==> config.mk <==
export PLATFORM = sky130hd
export DESIGN_NAME = sha3_job_loader
export DESIGN_NICKNAME = d
export VERILOG_FILES = /design/src/rtl/sha3_job_pkg.sv /design/src/rtl/sha3_job_launcher.sv /design/src/rtl/sha3_job_loader.sv
export SDC_FILE = /design/constraint.sdc
export NUM_CORES = 1
export LEC_CHECK = 0
export ABC_AREA = 1
export BUFFER_PORTS_ARGS = -buffer_cell sky130_fd_sc_hd__buf_2
export CAP_MARGIN = 20
export CORE_AREA = 4 4 349 351
export CTS_BUF_LIST = sky130_fd_sc_hd__clkbuf_4 sky130_fd_sc_hd__clkbuf_8
export DETAILED_ROUTE_END_ITERATION = 12
export DIE_AREA = 0 0 353 355
export MAX_ROUTING_LAYER = met4
export PLACE_DENSITY_LB_ADDON = 0.3
export SYNTH_ARGS = -nofsm -noshare
export SYNTH_HDL_FRONTEND = slang
export SYNTH_SLANG_ARGS = --single-unit
==> constraint.sdc <==
create_clock -name clk -period 2.9 [get_ports clk]
set_input_delay 0.725 -clock clk [delete_from_list [all_inputs] [get_ports clk]]
set_output_delay 0.725 -clock clk [all_outputs]
set_load 0.01 [all_outputs]
==> src/rtl/sha3_job_pkg.sv <==
// Shared constants and state encodings for the SHA3 job loader.
// Frames are 24 block words followed by the low and high threshold words.
package sha3_job_pkg;

   localparam int JOB_WORDS  = 26;
   localparam int THR_LO_IDX = 24;
   localparam int THR_HI_IDX = 25;
   localparam int IDX_W      = $clog2(JOB_WORDS);

   typedef enum logic [1:0] {
      FILL,
      DISCARD,
      FULL
   } fill_state_e;

   typedef enum logic [1:0] {
      IDLE,
      ARMED,
      RUN
   } launch_state_e;

endpackage

==> src/rtl/sha3_job_launcher.sv <==
// Hands a buffered job to the scanner, then waits for the scanner to
// acknowledge it by dropping ready before another launch is allowed.
module sha3_job_launcher
   import sha3_job_pkg::*;
#(
   parameter int ARM_TIMEOUT = 8,
   parameter int CNT_W       = 16
) (
   input  logic             clk,
   input  logic             rst,
   input  logic             job_pending,
   input  logic             scanner_ready,
   input  logic             clear_err,
   output logic             xfer,
   output logic             start,
   output logic             busy,
   output logic             arm_timeout_err,
   output logic [CNT_W-1:0] jobs_launched
);

   localparam int TMO_W = $clog2(ARM_TIMEOUT + 1);
   localparam logic [TMO_W-1:0] TMO_LAST = TMO_W'(ARM_TIMEOUT - 1);

   launch_state_e    state_q;
   logic [TMO_W-1:0] tmo_q;
   logic             start_q;
   logic             tmo_err_q;
   logic [CNT_W-1:0] jobs_q;

   assign xfer = (state_q == IDLE) & job_pending & scanner_ready;

   always_ff @(posedge clk) begin
      if (rst) begin
         state_q   <= IDLE;
         tmo_q     <= '0;
         start_q   <= 1'b0;
         tmo_err_q <= 1'b0;
         jobs_q    <= '0;
      end else begin
         start_q <= 1'b0;
         if (clear_err) tmo_err_q <= 1'b0;
         unique case (state_q)
            IDLE: begin
               if (xfer) begin
                  start_q <= 1'b1;
                  jobs_q  <= jobs_q + CNT_W'(1);
                  tmo_q   <= '0;
                  state_q <= ARMED;
               end
            end
            // scanner holds ready high a few cycles after capturing
            ARMED: begin
               if (!scanner_ready) begin
                  state_q <= RUN;
               end else if (tmo_q == TMO_LAST) begin
                  tmo_err_q <= 1'b1;
                  state_q   <= IDLE;
               end else begin
                  tmo_q <= tmo_q + TMO_W'(1);
               end
            end
            RUN: begin
               if (scanner_ready) state_q <= IDLE;
            end
            default: state_q <= IDLE;
         endcase
      end
   end

   assign start           = start_q;
   assign busy            = state_q != IDLE;
   assign arm_timeout_err = tmo_err_q;
   assign jobs_launched   = jobs_q;

endmodule

==> src/rtl/sha3_job_loader.sv <==
// Assembles 26-word job frames from a valid/ready stream into a shadow
// buffer and launches each complete job into the nonce scanner.
module sha3_job_loader
   import sha3_job_pkg::*;
#(
   parameter int ARM_TIMEOUT = 8,
   parameter int CNT_W       = 16
) (
   input  logic              clk,
   input  logic              rst,
   input  logic              s_valid,
   input  logic [31:0]       s_data,
   input  logic              s_last,
   output logic              s_ready,
   input  logic              scanner_ready,
   output logic              start,
   output logic [23:0][31:0] blobby,
   output logic [63:0]       threshold,
   output logic              job_pending,
   output logic              busy,
   output logic              frame_err,
   input  logic              clear_err,
   output logic              arm_timeout_err,
   output logic [CNT_W-1:0]  jobs_launched
);

   localparam logic [IDX_W-1:0] LAST_IDX = IDX_W'(THR_HI_IDX);

   fill_state_e       fill_q;
   logic [IDX_W-1:0]  idx_q;
   logic              frame_err_d, frame_err_q;
   logic [31:0]       shadow_d [JOB_WORDS];
   logic [31:0]       shadow_q [JOB_WORDS];
   logic [23:0][31:0] blobby_d, blobby_q;
   logic [63:0]       thr_d, thr_q;
   logic              hs, wr_en, at_last, err_set, xfer;

   assign hs      = s_valid & s_ready;
   assign wr_en   = hs & (fill_q == FILL);
   assign at_last = idx_q == LAST_IDX;
   // early s_last, or a missing s_last on the final slot
   assign err_set = wr_en & (s_last ^ at_last);

   always_comb begin
      frame_err_d = frame_err_q;
      if (clear_err) frame_err_d = 1'b0;
      if (err_set)   frame_err_d = 1'b1;
   end

   always_ff @(posedge clk) begin
      if (rst) begin
         fill_q      <= FILL;
         idx_q       <= '0;
         frame_err_q <= 1'b0;
      end else begin
         frame_err_q <= frame_err_d;
         unique case (fill_q)
            FILL: begin
               if (hs) begin
                  if (s_last || at_last) idx_q <= '0;
                  else                   idx_q <= idx_q + IDX_W'(1);
                  if (s_last && at_last) fill_q <= FULL;
                  else if (at_last)      fill_q <= DISCARD;
               end
            end
            DISCARD: begin
               if (hs && s_last) begin
                  fill_q <= FILL;
                  idx_q  <= '0;
               end
            end
            FULL: begin
               if (xfer) begin
                  fill_q <= FILL;
                  idx_q  <= '0;
               end
            end
            default: fill_q <= FILL;
         endcase
      end
   end

   always_comb begin
      shadow_d = shadow_q;
      if (wr_en) shadow_d[idx_q] = s_data;
   end

   always_ff @(posedge clk) begin
      shadow_q <= shadow_d;
   end

   always_comb begin
      blobby_d = blobby_q;
      thr_d    = thr_q;
      if (xfer) begin
         for (int i = 0; i < THR_LO_IDX; i++) blobby_d[i] = shadow_q[i];
         thr_d = {shadow_q[THR_HI_IDX], shadow_q[THR_LO_IDX]};
      end
   end

   always_ff @(posedge clk) begin
      if (rst) begin
         blobby_q <= '0;
         thr_q    <= '0;
      end else begin
         blobby_q <= blobby_d;
         thr_q    <= thr_d;
      end
   end

   sha3_job_launcher #(
      .ARM_TIMEOUT (ARM_TIMEOUT),
      .CNT_W       (CNT_W)
   ) u_launcher (
      .clk             (clk),
      .rst             (rst),
      .job_pending     (job_pending),
      .scanner_ready   (scanner_ready),
      .clear_err       (clear_err),
      .xfer            (xfer),
      .start           (start),
      .busy            (busy),
      .arm_timeout_err (arm_timeout_err),
      .jobs_launched   (jobs_launched)
   );

   assign s_ready     = fill_q != FULL;
   assign job_pending = fill_q == FULL;
   assign frame_err   = frame_err_q;
   assign blobby      = blobby_q;
   assign threshold   = thr_q;

endmodule
* After elaboration in Yosys (flattened, before gate mapping)
Index checks and enable logic that the tools add are counted.
Widths: inputs -> output; s select.
** Storage, ports and cells
- Register bits :: 1696
- Input port bits :: 38
- Output and inout bits :: 854
- Word-level logic and storage cells :: 134
** Operators by class
- Add/subtract/negate cells :: 3
- $lt $le $gt $ge :: 2
- Equal/unequal tests :: 16
- Multiplexer cells :: 30
- Bitwise logic cells :: 8
- Reductions and logical operators :: 16
** Operators with widths (count)
- $bwmux 832 :: 1
- $demux 32 s5 :: 1
- $mux 32 :: 1
- $mux 5 :: 4
- $mux 2 :: 9
- $add 16x1->16 const B :: 1
- $pmux 5 s3 :: 1
- $ne 2x2->1 const B :: 7
- $mux 4 :: 3
- $pmux 2 s3 :: 2
- $reduce_and 4->1 :: 3
- $pmux 4 s2 :: 1
- $mux 1 :: 7
- $ge 6x6->1 const B :: 1
- $lt 6x1->1 const B :: 1
- $ne 3x2->1 const B :: 2
- $not 5->6 :: 1
- $reduce_bool 2->1 :: 3
- $add 5x1->5 const B :: 1
- $and 1x1->1 :: 5
- $eq 5x5->1 const B :: 1
- $add 4x1->4 const B :: 1
- $eq 2x1->1 const B :: 2
- $eq 2x2->1 const B :: 2
- 11 further kinds :: 14

* Longest topological paths before layout
- Depth in word-level cells :: 6
- Mapped depth :: 12
- Gate-level depth less buffers :: 12

* Modules after synthesis
A second synthesis with hierarchy kept.
** Unflattened totals
- Cells, all modules :: 4745
- Area total of the unflattened synthesis :: 55525.8 um^2
** By module, submodules not included
- sha3_job_loader :: times used 1, cells each 4569, area an instance 54314.6 um^2, seq. area each 41800.1 um^2
- sha3_job_launcher :: times used 1, cells each 176, area an instance 1211.2 um^2, seq. area each 480.5 um^2

* Least setup slack after synthesis
Ideal clock, no wire load.
- Kind :: register -> register
- Start :: register fill_q[0]
- End :: register shadow_q[0] in the netlist's numbering, enable pin
- Setup time :: 0.421 ns
- Arrival time :: 2.644 ns
- Data required time :: 2.479 ns
- Slack :: -0.165 ns
- Cell stages (with the launch flop) :: 8
- Buffers on the path :: 0
- Period minus slack after synthesis :: 3.065 ns
- Path through :: dfxtp_1 inv_1 ha_1 inv_1 nand2_1 nor2_1 nand2_1 nor2_1
** On the way
- Cells in the longest elaborated chain, start to end :: 3
- Elaborated cells on any way between the ends :: 4
- Those cells by class :: eq/ne: 1; bitwise: 2; reduce/logical: 1
** Ends and longest elaborated chain
- start, declared :: RTL line sha3_job_loader.sv:29 : fill_state_e fill_q;
- start signal, assigned :: RTL line sha3_job_loader.sv:52 : fill_q <= FILL;
- start signal, assigned :: RTL line sha3_job_loader.sv:62 : if (s_last && at_last) fill_q <= FULL;
- start signal, assigned :: RTL line sha3_job_loader.sv:63 : else if (at_last) fill_q <= DISCARD;
- $ne 2x2->1 :: RTL line sha3_job_loader.sv:127 : assign s_ready = fill_q != FULL;
- net s_ready :: RTL line sha3_job_loader.sv:14 : output logic s_ready,
- $and 1x1->1 :: RTL line sha3_job_loader.sv:38 : assign hs = s_valid & s_ready;
- $and 1x1->1 :: RTL line sha3_job_loader.sv:39 : assign wr_en = hs & (fill_q == FILL);
- end signal, assigned :: RTL line sha3_job_loader.sv:89 : shadow_q <= shadow_d;
- end, declared :: RTL line sha3_job_loader.sv:33 : logic [31:0] shadow_q [JOB_WORDS];
The timed path passes the listed nets, and every way through them passes these cells.
A chain may end at the register's enable or synchronous reset.

* Worst setup path after layout
- Start :: register fill_q[0]
- End :: output port s_ready
** On the way
- Cells in the longest elaborated chain, start to end :: 1
** Ends and longest elaborated chain (RTL line)
- $ne 2x2->1 :: sha3_job_loader.sv:127
- end, declared :: sha3_job_loader.sv:14
No other way between the ends.

==> reports/summary.md <==
## Floorplanning
* starting density of the core: 46.82%
* count of boundary I/O pins: 892
* floorplan die width: 353 um
* overall die area: 0.1253 mm^2
* Die Y-Extent: 355 um
* Placement Rows: 127
* standard cell core area: 0.1190 mm^2

## STA
* fmax: 0.3740 GHz
* count of final max-slew check failures: 0
* total of endpoints with negative setup slack in the final report: 0
* ratio of final minimum period to clock period: 92.19%
* clock skew after layout: 0.07025 ns
* minimum clock period: 2.674 ns
* worst-margin pin slew: 0.9348 ns
* Slew HR: 37.68%
* final hold violations: 0
* Final TNS setup: 0 ns
* RSZ-0062 raised after global routing: no

## Clocking
* hold buffers post-CTS: 2
* total clock sinks: 1696
* number of levels the H-tree was split into: 5
* clock network latency to the later pin of the worst-skew pair: 0.98 ns
* CTS resizes: 0
* total setup buffers inserted after CTS: 0
* CTS max path bufs: 4
* clock buffer count from CTS: 281
* TritonCTS clock tree: built
* Worst-path clk slew: 0.06 ns
* buffer type at the clock tree root: sky130_fd_sc_hd__clkbuf_8

## Synthesis
* average cell area after synthesis: 11.73 um^2
* synthesized area: 0.05572 mm^2
* Syn Inst Count: 4752
* sequential share of the synthesized area: 75.87%
* synthesized net count: 4801
* #FFs+latches synth: 1696
* count of warnings emitted by yosys: 0
* Yosys cell types: 27

## Global routing
* aggregate global-route resource usage: 28.00%
* number of global-route vias before repair: 37060
* largest net degree at the start of global routing: 131
* number of antenna violations at the first check in global routing: 23
* wire length of the first global-routing pass: 248.3 mm
* Overflow after GRT: 0

## Drt
* highest metal used: met4
* number of iterations in the first detailed-routing pass: 5
* DR WL met3: 15.48 mm
* met2 layer wire length in the routed design: 84.07 mm
* final routed DRC violation total: 0
* 1st-iter DRT viols: 4020
* number of nets still failing antenna checks after routing: 0
* Routed wire per std cell: 23.37 um
* mean number of vias per cell: 5.209
* detailed-route via count: 39440
* wire length reported by the detailed router: 176.9 mm
* sum of routed wire segments on met1: 68.99 mm

## Critical path
* data required time at the worst endpoint: 2.17 ns
* startpoint kind of the worst setup timing path: flop
* delay contributed by the slowest stage of the critical path: 0.33 ns
* Top delay family on crit path: buffers and inverters
* ordered list of cells on the worst path: inv_1 -> ha_1 -> inv_1 -> buf_2
* largest driver fanout on the critical path: 5
* WP buf/inv: 3
* kind of critical path: reg2out
* Worst Setup End Kind: output port
* slowest cell on the critical path: sky130_fd_sc_hd__dfxtp_1
* data arrival at the endpoint of the critical path: 1.95 ns
* most frequent cell on the critical path: sky130_fd_sc_hd__inv_1

## Place
* routability congestion estimate: 0.8601
* IO Port Bufs: 891
* Detailed Place HPWL: 114.2 mm

## Status
* result of the run: finished clean

## Final layout
* commonest non-fill, non-tap cell in the layout: sky130_fd_sc_hd__nor2_1
* commonest non-fill, non-tap cells in the layout: 1729 x sky130_fd_sc_hd__nor2_1, 891 x sky130_fd_sc_hd__buf_2, 864 x sky130_fd_sc_hd__dfxtp_1, 832 x sky130_fd_sc_hd__edfxtp_1, 702 x sky130_fd_sc_hd__o21ai_1
* # nets final: 5856
* fraction of the core area covered by cells at the end of the flow: 57.54%
* Area growth, synth to finish: 22.89%
* layout cell share with drive strength beyond 1: 25.77%

## Power and ir drop
* leakage power: 26.88 nW
* power density over the cells: 799.5 mW/mm^2
* maximum resistive drop on vdd: 568.2 uV

## Hold path
* worst hold path type: in2reg

## Run
* Max-cap violations: 0

-- worst reg2reg max path: cells and delay by family (launching register included) --
kind,cells,cell delay [ns]
adders and majority gates,1,0.24
buffers and inverters,4,0.68
and+or+nand+nor,4,0.72
DFF,1,0.33
-- synth_stat cells, drive strengths merged --
master	n	area, um^2
o21bai	2	15.01
dfxtp	864	17300
inv	37	138.9
nand4	2	12.51
a22oi	1	7.510
a211oi	1	7.510
nor2	1758	6611
buf	177	1379
nand2	74	277.8
nand3	22	110.1
edfxtp	832	24980
a32oi	1	8.760
nor3	3	15.01
a21oi	10	50.05
ha	11	137.6
nor3b	1	7.510
xor2	3	26.28
o21ai	846	4238
clkbuf	107	401.6
-- path summary, 6_finish.rpt --
check / from / to / slack [ns] / depth (start not counted)
setup reg to reg: fill_q[0]$_SDFFE_PP0P_ / shadow_q[20]$_DFFE_PP_ / 0.57 / 9
setup / recovery: fill_q[0]$_SDFFE_PP0P_ / s_ready / 0.23 / 4
hold / removal: clear_err / frame_err$_SDFFE_PP0P_ / 0.12 / 4
hold reg to reg: shadow_q[612]$_DFFE_PP_ / blobby[196]$_SDFFE_PP0P_ / 0.44 / 2
-- flip-flops by register name (all words and copies together) (netlist names) --
signal                      cells
u_launcher.tmo_q                4
idx_q                           5
blobby                        768
u_launcher.state_q              2
u_launcher.jobs_launched       16
u_launcher.start                1
threshold                      64
fill_q                          2
shadow_q                      832
frame_err                       1
u_launcher.arm_timeout_err      1
-- power breakdown --
part	internal (mW)	switching, mW	leakage, nW	total [mW]
sequential	26.7	0.943	14.5	27.6
clock	12.0	9.19	3.03	21.1
combinational	2.01	3.99	9.38	6.01
total	40.6	14.1	26.9	54.8
-- through the flow --
step	hold WS, ns	instances	total power [mW]	instance area, um^2	setup WS [ns]
6_report	0.1153	7571	54.75	68480	0.2265
5_1_grt	0.03308	7566	56.86	68470	0.1210
4_1_cts	0.009175	7562	55.11	68460	0.1275
3_5_place_dp	0.4656	7070	34.12	62760	0.5325
2_1_floorplan	0.4558	4752	31.11	55730	-0.1647
3_3_place_gp	0.4577	7070	33.99	62760	0.5106
-- layer usage --
layer  up-vias  GRT usage [%]
met5         -              -
met4         0          13.54
met3       382          5.356
met2      1994          44.05
met1     18880          35.17
li1      18180              -
-- layout make-up --
cell class	count	area, um^2
Inverter	37	146.4
Clock inverter	65	442.9
Clock buffer	425	5236
Antenna cell	9	22.52
Fill cell	9882	50540
Multi-Input combinational cell	2735	11710
Timing Repair Buffer	1056	6704
Tap cell	1548	1937
Sequential cell	1696	42280
-- kinds of logic after synthesis --
logic type               count (synthesis)  synth area share (%)
AO/OA/AOI/OAI                          861                 7.764
adder cells (fa/ha/maj)                 11                0.2470
flip-flops                            1696                 75.87
XOR/XNOR                                 3               0.04716
AND/OR/NAND/NOR                       1860                 12.62
buffers and inverters                  321                 3.444
No activity file was read; power rests on OpenSTA's default activity.
